==> src/rtl/i2c_regmap_cdc.sv <==
// Register map behind the I2C slave: brings scl-domain writes into clk, holds
// CTRL/STATUS/IRQ_EN/WR_CNT/CHIP_ID, and returns registered read data.
module i2c_regmap_cdc #(
    parameter int          NUM_REGS    = 16,
    parameter logic [7:0]  CHIP_ID     = 8'hA5,
    parameter int          SYNC_STAGES = 2
) (
    input  logic                  clk,
    input  logic                  rst_n,
    input  logic                  wr_en_wdata,
    input  logic [7:0]            addr,
    input  logic [7:0]            wdata,
    input  logic                  i2c_active,
    input  logic [7:0]            hw_status,
    output logic [7:0]            rdata,
    output logic [NUM_REGS*8-1:0] regs_out,
    output logic                  wr_pulse,
    output logic [7:0]            wr_addr,
    output logic                  txn_done,
    output logic                  irq
);

    localparam logic [7:0] A_STATUS  = 8'hF0;
    localparam logic [7:0] A_IRQ_EN  = 8'hF1;
    localparam logic [7:0] A_WR_CNT  = 8'hF2;
    localparam logic [7:0] A_CHIP_ID = 8'hFE;
    localparam logic [8:0] N_CTRL    = 9'(NUM_REGS);

    logic [SYNC_STAGES-1:0] r_wr_sync;
    logic [SYNC_STAGES-1:0] r_act_sync;
    logic                   r_wr_prev;
    logic                   r_act_prev;
    logic [SYNC_STAGES:0]   r_prime;
    logic [7:0]             r_ctrl [NUM_REGS];
    logic [7:0]             r_status;
    logic [7:0]             r_irq_en;
    logic [7:0]             r_wr_cnt;
    logic [7:0]             r_rdata;
    logic                   r_wr_pulse;
    logic [7:0]             r_wr_addr;
    logic                   r_txn_done;
    logic                   r_irq;

    logic                   w_armed;
    logic                   w_wr_rise;
    logic                   w_act_fall;
    logic                   w_sel_ctrl;
    logic                   w_sel_map;
    logic                   w_accept;
    logic [7:0]             w_status_clr;
    logic [7:0]             w_rd_mux;

    // Synchronizers and edge flops; r_prime holds edge detection off until
    // both the sync chain and the edge flop carry post-reset samples.
    always_ff @(posedge clk) begin
        if (!rst_n) begin
            r_wr_sync  <= '0;
            r_act_sync <= '0;
            r_wr_prev  <= 1'b1;
            r_act_prev <= 1'b1;
            r_prime    <= '0;
        end else begin
            r_wr_sync  <= {r_wr_sync[SYNC_STAGES-2:0], wr_en_wdata};
            r_act_sync <= {r_act_sync[SYNC_STAGES-2:0], i2c_active};
            r_wr_prev  <= r_wr_sync[SYNC_STAGES-1];
            r_act_prev <= r_act_sync[SYNC_STAGES-1];
            r_prime    <= {r_prime[SYNC_STAGES-1:0], 1'b1};
        end
    end

    assign w_armed    = r_prime[SYNC_STAGES];
    assign w_wr_rise  = w_armed & r_wr_sync[SYNC_STAGES-1] & ~r_wr_prev;
    assign w_act_fall = w_armed & ~r_act_sync[SYNC_STAGES-1] & r_act_prev;

    // Address decode, write acceptance and STATUS clear mask.
    always_comb begin
        w_sel_ctrl   = ({1'b0, addr} < N_CTRL);
        w_sel_map    = w_sel_ctrl || (addr == A_STATUS) || (addr == A_IRQ_EN) || (addr == A_WR_CNT);
        w_accept     = w_wr_rise & w_sel_map;
        w_status_clr = 8'h00;
        if (w_accept && (addr == A_STATUS)) begin
            w_status_clr = wdata;
        end else begin
            w_status_clr = 8'h00;
        end
    end

    // Read mux on the live scl-domain address; re-registered every clk.
    always_comb begin
        w_rd_mux = 8'h00;
        if (w_sel_ctrl) begin
            for (int n = 0; n < NUM_REGS; n++) begin
                if (addr == 8'(n)) begin
                    w_rd_mux = r_ctrl[n];
                end else begin
                    w_rd_mux = w_rd_mux;
                end
            end
        end else begin
            case (addr)
                A_STATUS:  w_rd_mux = r_status;
                A_IRQ_EN:  w_rd_mux = r_irq_en;
                A_WR_CNT:  w_rd_mux = r_wr_cnt;
                A_CHIP_ID: w_rd_mux = CHIP_ID;
                default:   w_rd_mux = 8'h00;
            endcase
        end
    end

    // Register file, counters and registered outputs.
    always_ff @(posedge clk) begin
        if (!rst_n) begin
            for (int n = 0; n < NUM_REGS; n++) begin
                r_ctrl[n] <= 8'h00;
            end
            r_status   <= 8'h00;
            r_irq_en   <= 8'h00;
            r_wr_cnt   <= 8'h00;
            r_rdata    <= 8'h00;
            r_wr_pulse <= 1'b0;
            r_wr_addr  <= 8'h00;
            r_txn_done <= 1'b0;
            r_irq      <= 1'b0;
        end else begin
            for (int n = 0; n < NUM_REGS; n++) begin
                if (w_accept && w_sel_ctrl && (addr == 8'(n))) begin
                    r_ctrl[n] <= wdata;
                end
            end
            // Set wins over write-1-to-clear in the same cycle.
            r_status <= (r_status & ~w_status_clr) | hw_status;
            if (w_accept && (addr == A_IRQ_EN)) begin
                r_irq_en <= wdata;
            end
            if (w_accept) begin
                r_wr_cnt  <= (addr == A_WR_CNT) ? 8'h00 : r_wr_cnt + 8'h01;
                r_wr_addr <= addr;
            end
            r_wr_pulse <= w_accept;
            r_rdata    <= w_rd_mux;
            r_txn_done <= w_act_fall;
            r_irq      <= |(r_status & r_irq_en);
        end
    end

    // Flatten CTRL registers onto the fabric bus.
    always_comb begin
        regs_out = '0;
        for (int n = 0; n < NUM_REGS; n++) begin
            regs_out[8*n +: 8] = r_ctrl[n];
        end
    end

    assign rdata    = r_rdata;
    assign wr_pulse = r_wr_pulse;
    assign wr_addr  = r_wr_addr;
    assign txn_done = r_txn_done;
    assign irq      = r_irq;

endmodule

==> config.mk <==
export PLATFORM = sky130hd
export DESIGN_NAME = i2c_regmap_cdc
export DESIGN_NICKNAME = d
export VERILOG_FILES = /design/src/rtl/i2c_regmap_cdc.sv
export SDC_FILE = /design/constraint.sdc
export NUM_CORES = 1
export LEC_CHECK = 0
export ABC_AREA = 1
export CAP_MARGIN = 0
export CORE_MARGIN = 2
export CORE_UTILIZATION = 35
export CTS_BUF_LIST = sky130_fd_sc_hd__clkbuf_4
export DETAILED_ROUTE_END_ITERATION = 6
export GPL_TIMING_DRIVEN = 0
export PLACE_DENSITY = 0.6
export SETUP_SLACK_MARGIN = 0.5
export SYNTH_ARGS = -nofsm -noshare
export SYNTH_HDL_FRONTEND = slang
export SYNTH_SLANG_ARGS = --single-unit
export TNS_END_PERCENT = 5
==> constraint.sdc <==
create_clock -name clk -period 4.46 [get_ports clk]
set_input_delay 0.892 -clock clk [delete_from_list [all_inputs] [get_ports clk]]
set_output_delay 0.892 -clock clk [all_outputs]
set_load 0.01 [all_outputs]
Word level (Yosys, flattened, before mapping). Memory sizes are Yosys's and may differ from the RTL's. Index checks and enable logic that the tools add are counted.

Bits in writable memories: 128. Register bits after elaboration: 52. Memories: 1. Word-level logic and storage cells: 173. Output and inout bits: 147.

Memory list: r_ctrl (words 16, width 8, rd ports 16, clocked after Yosys merged registers in 0, wr ports 16, line 34) `logic [7:0] r_ctrl [NUM_REGS];`.

$add $sub $neg: 1. Order comparisons: 1. Eq/ne operators: 19. Reductions and logical operators: 24. Mux-type cells: 86. Bitwise operators: 27.

Operator list (count): $mux 8 (35); $eq 8x4->1 const B (8); $mux 1 (50); $eq 8x3->1 const B (4); $eq 8x8->1 const B (4); $pmux 8 s4 (1); $logic_and 1x1->1 (19); $and 8x8->8 (2); $eq 8x2->1 const B (2); $or 1x1->1 (16); $add 8x1->8 const B (1); $eq 8x1->1 const B (1); $logic_not 8->1 (1); $lt 8x5->1 const B (1); $not 8->8 (1); $or 8x8->8 (1); $reduce_or 8->1 (1); $and 1x1->1 (5); $logic_or 1x1->1 (3); $not 1->1 (2).

Logic depth before layout (Yosys ltp).
Word-level depth: 18. Mapped depth: 17. Gate-level depth less buffers: 16.

Worst setup path after synthesis. No wires, ideal clock.

Path kind: input-to-reg. Start point: input addr[4]. End point: memory r_ctrl[14][0], in the netlist r_ctrl[1][48] (enable). Data required time: 4.076 ns. Library setup time: 0.384 ns. Stages: 9. Data arrival time: 2.461 ns. Slack: 1.615 ns. Cells stage by stage: nor2_1 -> nand2_1 -> buf_2 -> nor2_1 -> inv_2 -> nor2_2 -> inv_2 -> clkbuf_1 -> o21ai_0.

RTL lines: start, declared (line 11) `input logic [7:0] addr,`; end, declared (line 34).

==> key figures <==
STA
  • Tcrit/Tclk final: 77.2%
  • RSZ-0062 raised after global routing: no
  • Setup ws final: 1020 ps
  • Setup TNS: 0 ps
  • Worst-Margin Slew: 1200 ps
  • Tmin final: 3440 ps
  • Hold Violations, Final: 0
  • Worst clock skew: 27.4 ps
  • Setup violations, final: 0
  • Rel. slew slack: 19.1%
  • Max Fclk: 0.291 GHz
  • Max-slew violations: 0

Synth
  • Area fraction of the dominant cell type after synthesis: 49.9%
  • Syn nets: 849
  • Commonest cells in the netlist: nand2_1, nor2_1, edfxtp_1
  • Post-synthesis average cell area: 9.40 um^2
  • Synth cell types: 37
  • Primary FF master, synth: edfxtp_1
  • Most common cell in the synthesized netlist: nand2_1
  • Mapped Cells: 820
  • Async set or reset register ratio after synthesis: 0%
  • Seq/Total Area, Yosys: 63.4%
  • Yosys warning total: 0
  • Yosys top cell by area: edfxtp_1
  • Area contributors post-synth: edfxtp_1, dfxtp_1, nand2_1, nor2_1, inv_1
  • EDFF count, synth: ~130
  • Mapped cell area: 7710 um^2
  • FF+latch count, synth: 180

Global route
  • GRT Residual Overflow: 0
  • Largest net degree at the start of global routing: 19
  • Antenna violations before repair: 1
  • All-Layer GR Usage: about a fifth
  • First-pass GRT wire length: about 37,000 um
  • Vias in the first global route: 6,279

Hold path
  • Min-Delay Endpoint: txn_done
  • Cell depth of the worst hold path: 2
  • Hold Startpoint: r_act_prev
  • Hold Path Class: reg -> reg

Place
  • Hpwl dp: roughly 19,000 um
  • Pre-CTS setup slack: 535 ps
  • Area post-placement: 9800 um^2
  • RePlAce Congestion: 0.865
  • Port Buffers: approximately 170
  • Inst Count DP: between 1,000 and 1,500

Power
  • PwrDens: 305 nW/um^2
  • VDD IR max: 0.145 mV
  • Leak Pwr: 3.91 nW

Layout
  • Layout Nets: around 1,000
  • Fraction of layout cells with a size suffix above 1: 7.41%
  • Area delta synth->final: 30.6%
  • Final std cells w/o fill: 1,307
  • Final core utilization: approximately 46%
  • Fin area: 10,100 um^2

Die
  • Chip height: 152 um
  • Die ar.: 23,200 um^2
  • I/O Pins: 175
  • Core Footprint: 21,700 um^2
  • Die Wd: 152 um
  • FP Rows: 54
  • Initial core utilization: 35.5%

Drt
  • 1st-pass router iterations: 7
  • WL final: 24,700 um
  • Via-to-Cell Ratio: 4.92
  • Post-DRT Antenna Nets: 0
  • Vias post-DR: 6,424
  • Routed WL per cell: 18.9 um
  • DRT iter0 DRCs: 503
  • Remaining DRCs: 0

CTS
  • CTS H-tree depth: 4
  • Hold bufs inserted after CTS: 0
  • Worst-Skew Late Latency: between 600 and 700 ps
  • Clock slew at reported path FFs: 160 ps
  • Root Buffer Master: clkbuf_4
  • Total CTS buffers: 17
  • Clock tree buffer depth: 2
  • Post-CTS sizing: 0
  • CTS sink cnt: 180
  • CTS tree: built
  • Setup repair bufs after CTS: 0

Run status
  • Status: finished clean

Setup path
  • Critical Path AT: 3670 ps
  • Crit path launch type: flip-flop
  • CP required: 4690 ps
  • CP Max Fanout: 10
  • Worst Setup End Kind: flip-flop
  • R2R cell count: 7
  • WS Path Type: reg -> reg
  • Reg2Reg Launch Point: r_wr_sync[1]
  • R2r endpoint: r_ctrl[1][39]
  • Worst R2R Setup Slack: ~1000 ps

Flow run
  • Maxcap violations: 0
[kinds of logic after synthesis]
group,after synthesis,synth area share [%]
simple gates,438,24.7
flops,180,63.4
buf+inv,130,6.53
compound gates,71,5.24
fa+ha+maj,1,0.162
[stage by stage]
stage,hold slack [ps],power (mW)
global route,445,3.16
detailed placement,400,2.21
floorplan,390,2.02
finish,430,3.07
global placement,392,2.21
CTS,431,3.08
[metal layers]
layer	vias up	global-route usage, %	wire, um
li1	3071	-	-
met1	3058	27.7	10700
met2	271	35.8	12000
met3	24	3.64	1580
met4	0	6.05	457
met5	-	0	0
[power breakdown]
group	internal, mW	leakage, nW	switching, mW
combinational	0.122	2.02	0.151
clock	0.247	0.141	0.658
sequential	1.85	1.75	0.0431
total	2.22	3.91	0.852
[layout make-up]
| class | count | area, um^2 |
|---|---|---|
| Tap cell | 280 | 350 |
| Inverter | 107 | 402 |
| Antenna cell | 1 | 2.50 |
| Fill cell | 2119 | 11600 |
| Timing Repair Buffer | 174 | 1740 |
| Clock inverter | 15 | 136 |
| Buffer | 23 | 101 |
| Clock buffer | 17 | 128 |
| Multi-Input combinational cell | 510 | 2320 |
| Sequential cell | 180 | 4880 |
[how the worst max path moves through the flow]
stage / startpoint / end / slack, ps / depth (start not counted)
floorplan: addr[4] / r_ctrl[1][48] / 1620 / 9
global placement: addr[4] / r_ctrl[1][54] / 490 / 10
detailed placement: addr[4] / r_ctrl[1][54] / 540 / 10
CTS: r_wr_sync[1] / r_ctrl[1][39] / 1040 / 7
global route: r_wr_sync[1] / r_ctrl[1][39] / 800 / 7
finish: r_wr_sync[1] / r_ctrl[1][39] / 1020 / 7
[critical path, cell delays in order, from the launching register on]
cell and delay, ps:
dfxtp_1 340, inv_1 40, nor3_1 450, clkbuf_1 570, inv_1 270, nor2_1 300, inv_1 150, o21ai_0 960
[cell usage in the layout (no fill, tap or decap), drive strengths merged, types with 2 or more instances in the layout]
cell           Yosys  layout
a211oi             4       4
a21oi             22      22
a221oi             3       3
buf                6       6
clkbuf            17      34
clkdlybuf4s50      0     174
clkinv             4       8
clkinvlp           0       2
dfxtp             52      52
edfxtp           128     128
inv              103     112
nand2            195     195
nand3             32      32
nand4             26      26
nor2             157     157
nor3              11      11
nor3b              2       2
o211ai             2       2
o21ai             33      33
o2bb2ai            4       4
or2               14      14
[sequential cells by signal, summed over array words and instances (netlist names)]
register / flops
rdata: 8
r_prime: 3
r_status: 8
wr_addr: 8
r_wr_cnt: 8
r_wr_sync: 2
irq: 1
r_act_prev: 1
r_wr_prev: 1
txn_done: 1
r_irq_en: 8
r_ctrl: 128
r_act_sync: 2
wr_pulse: 1
Note: power is estimated with default switching activity, not from simulation.
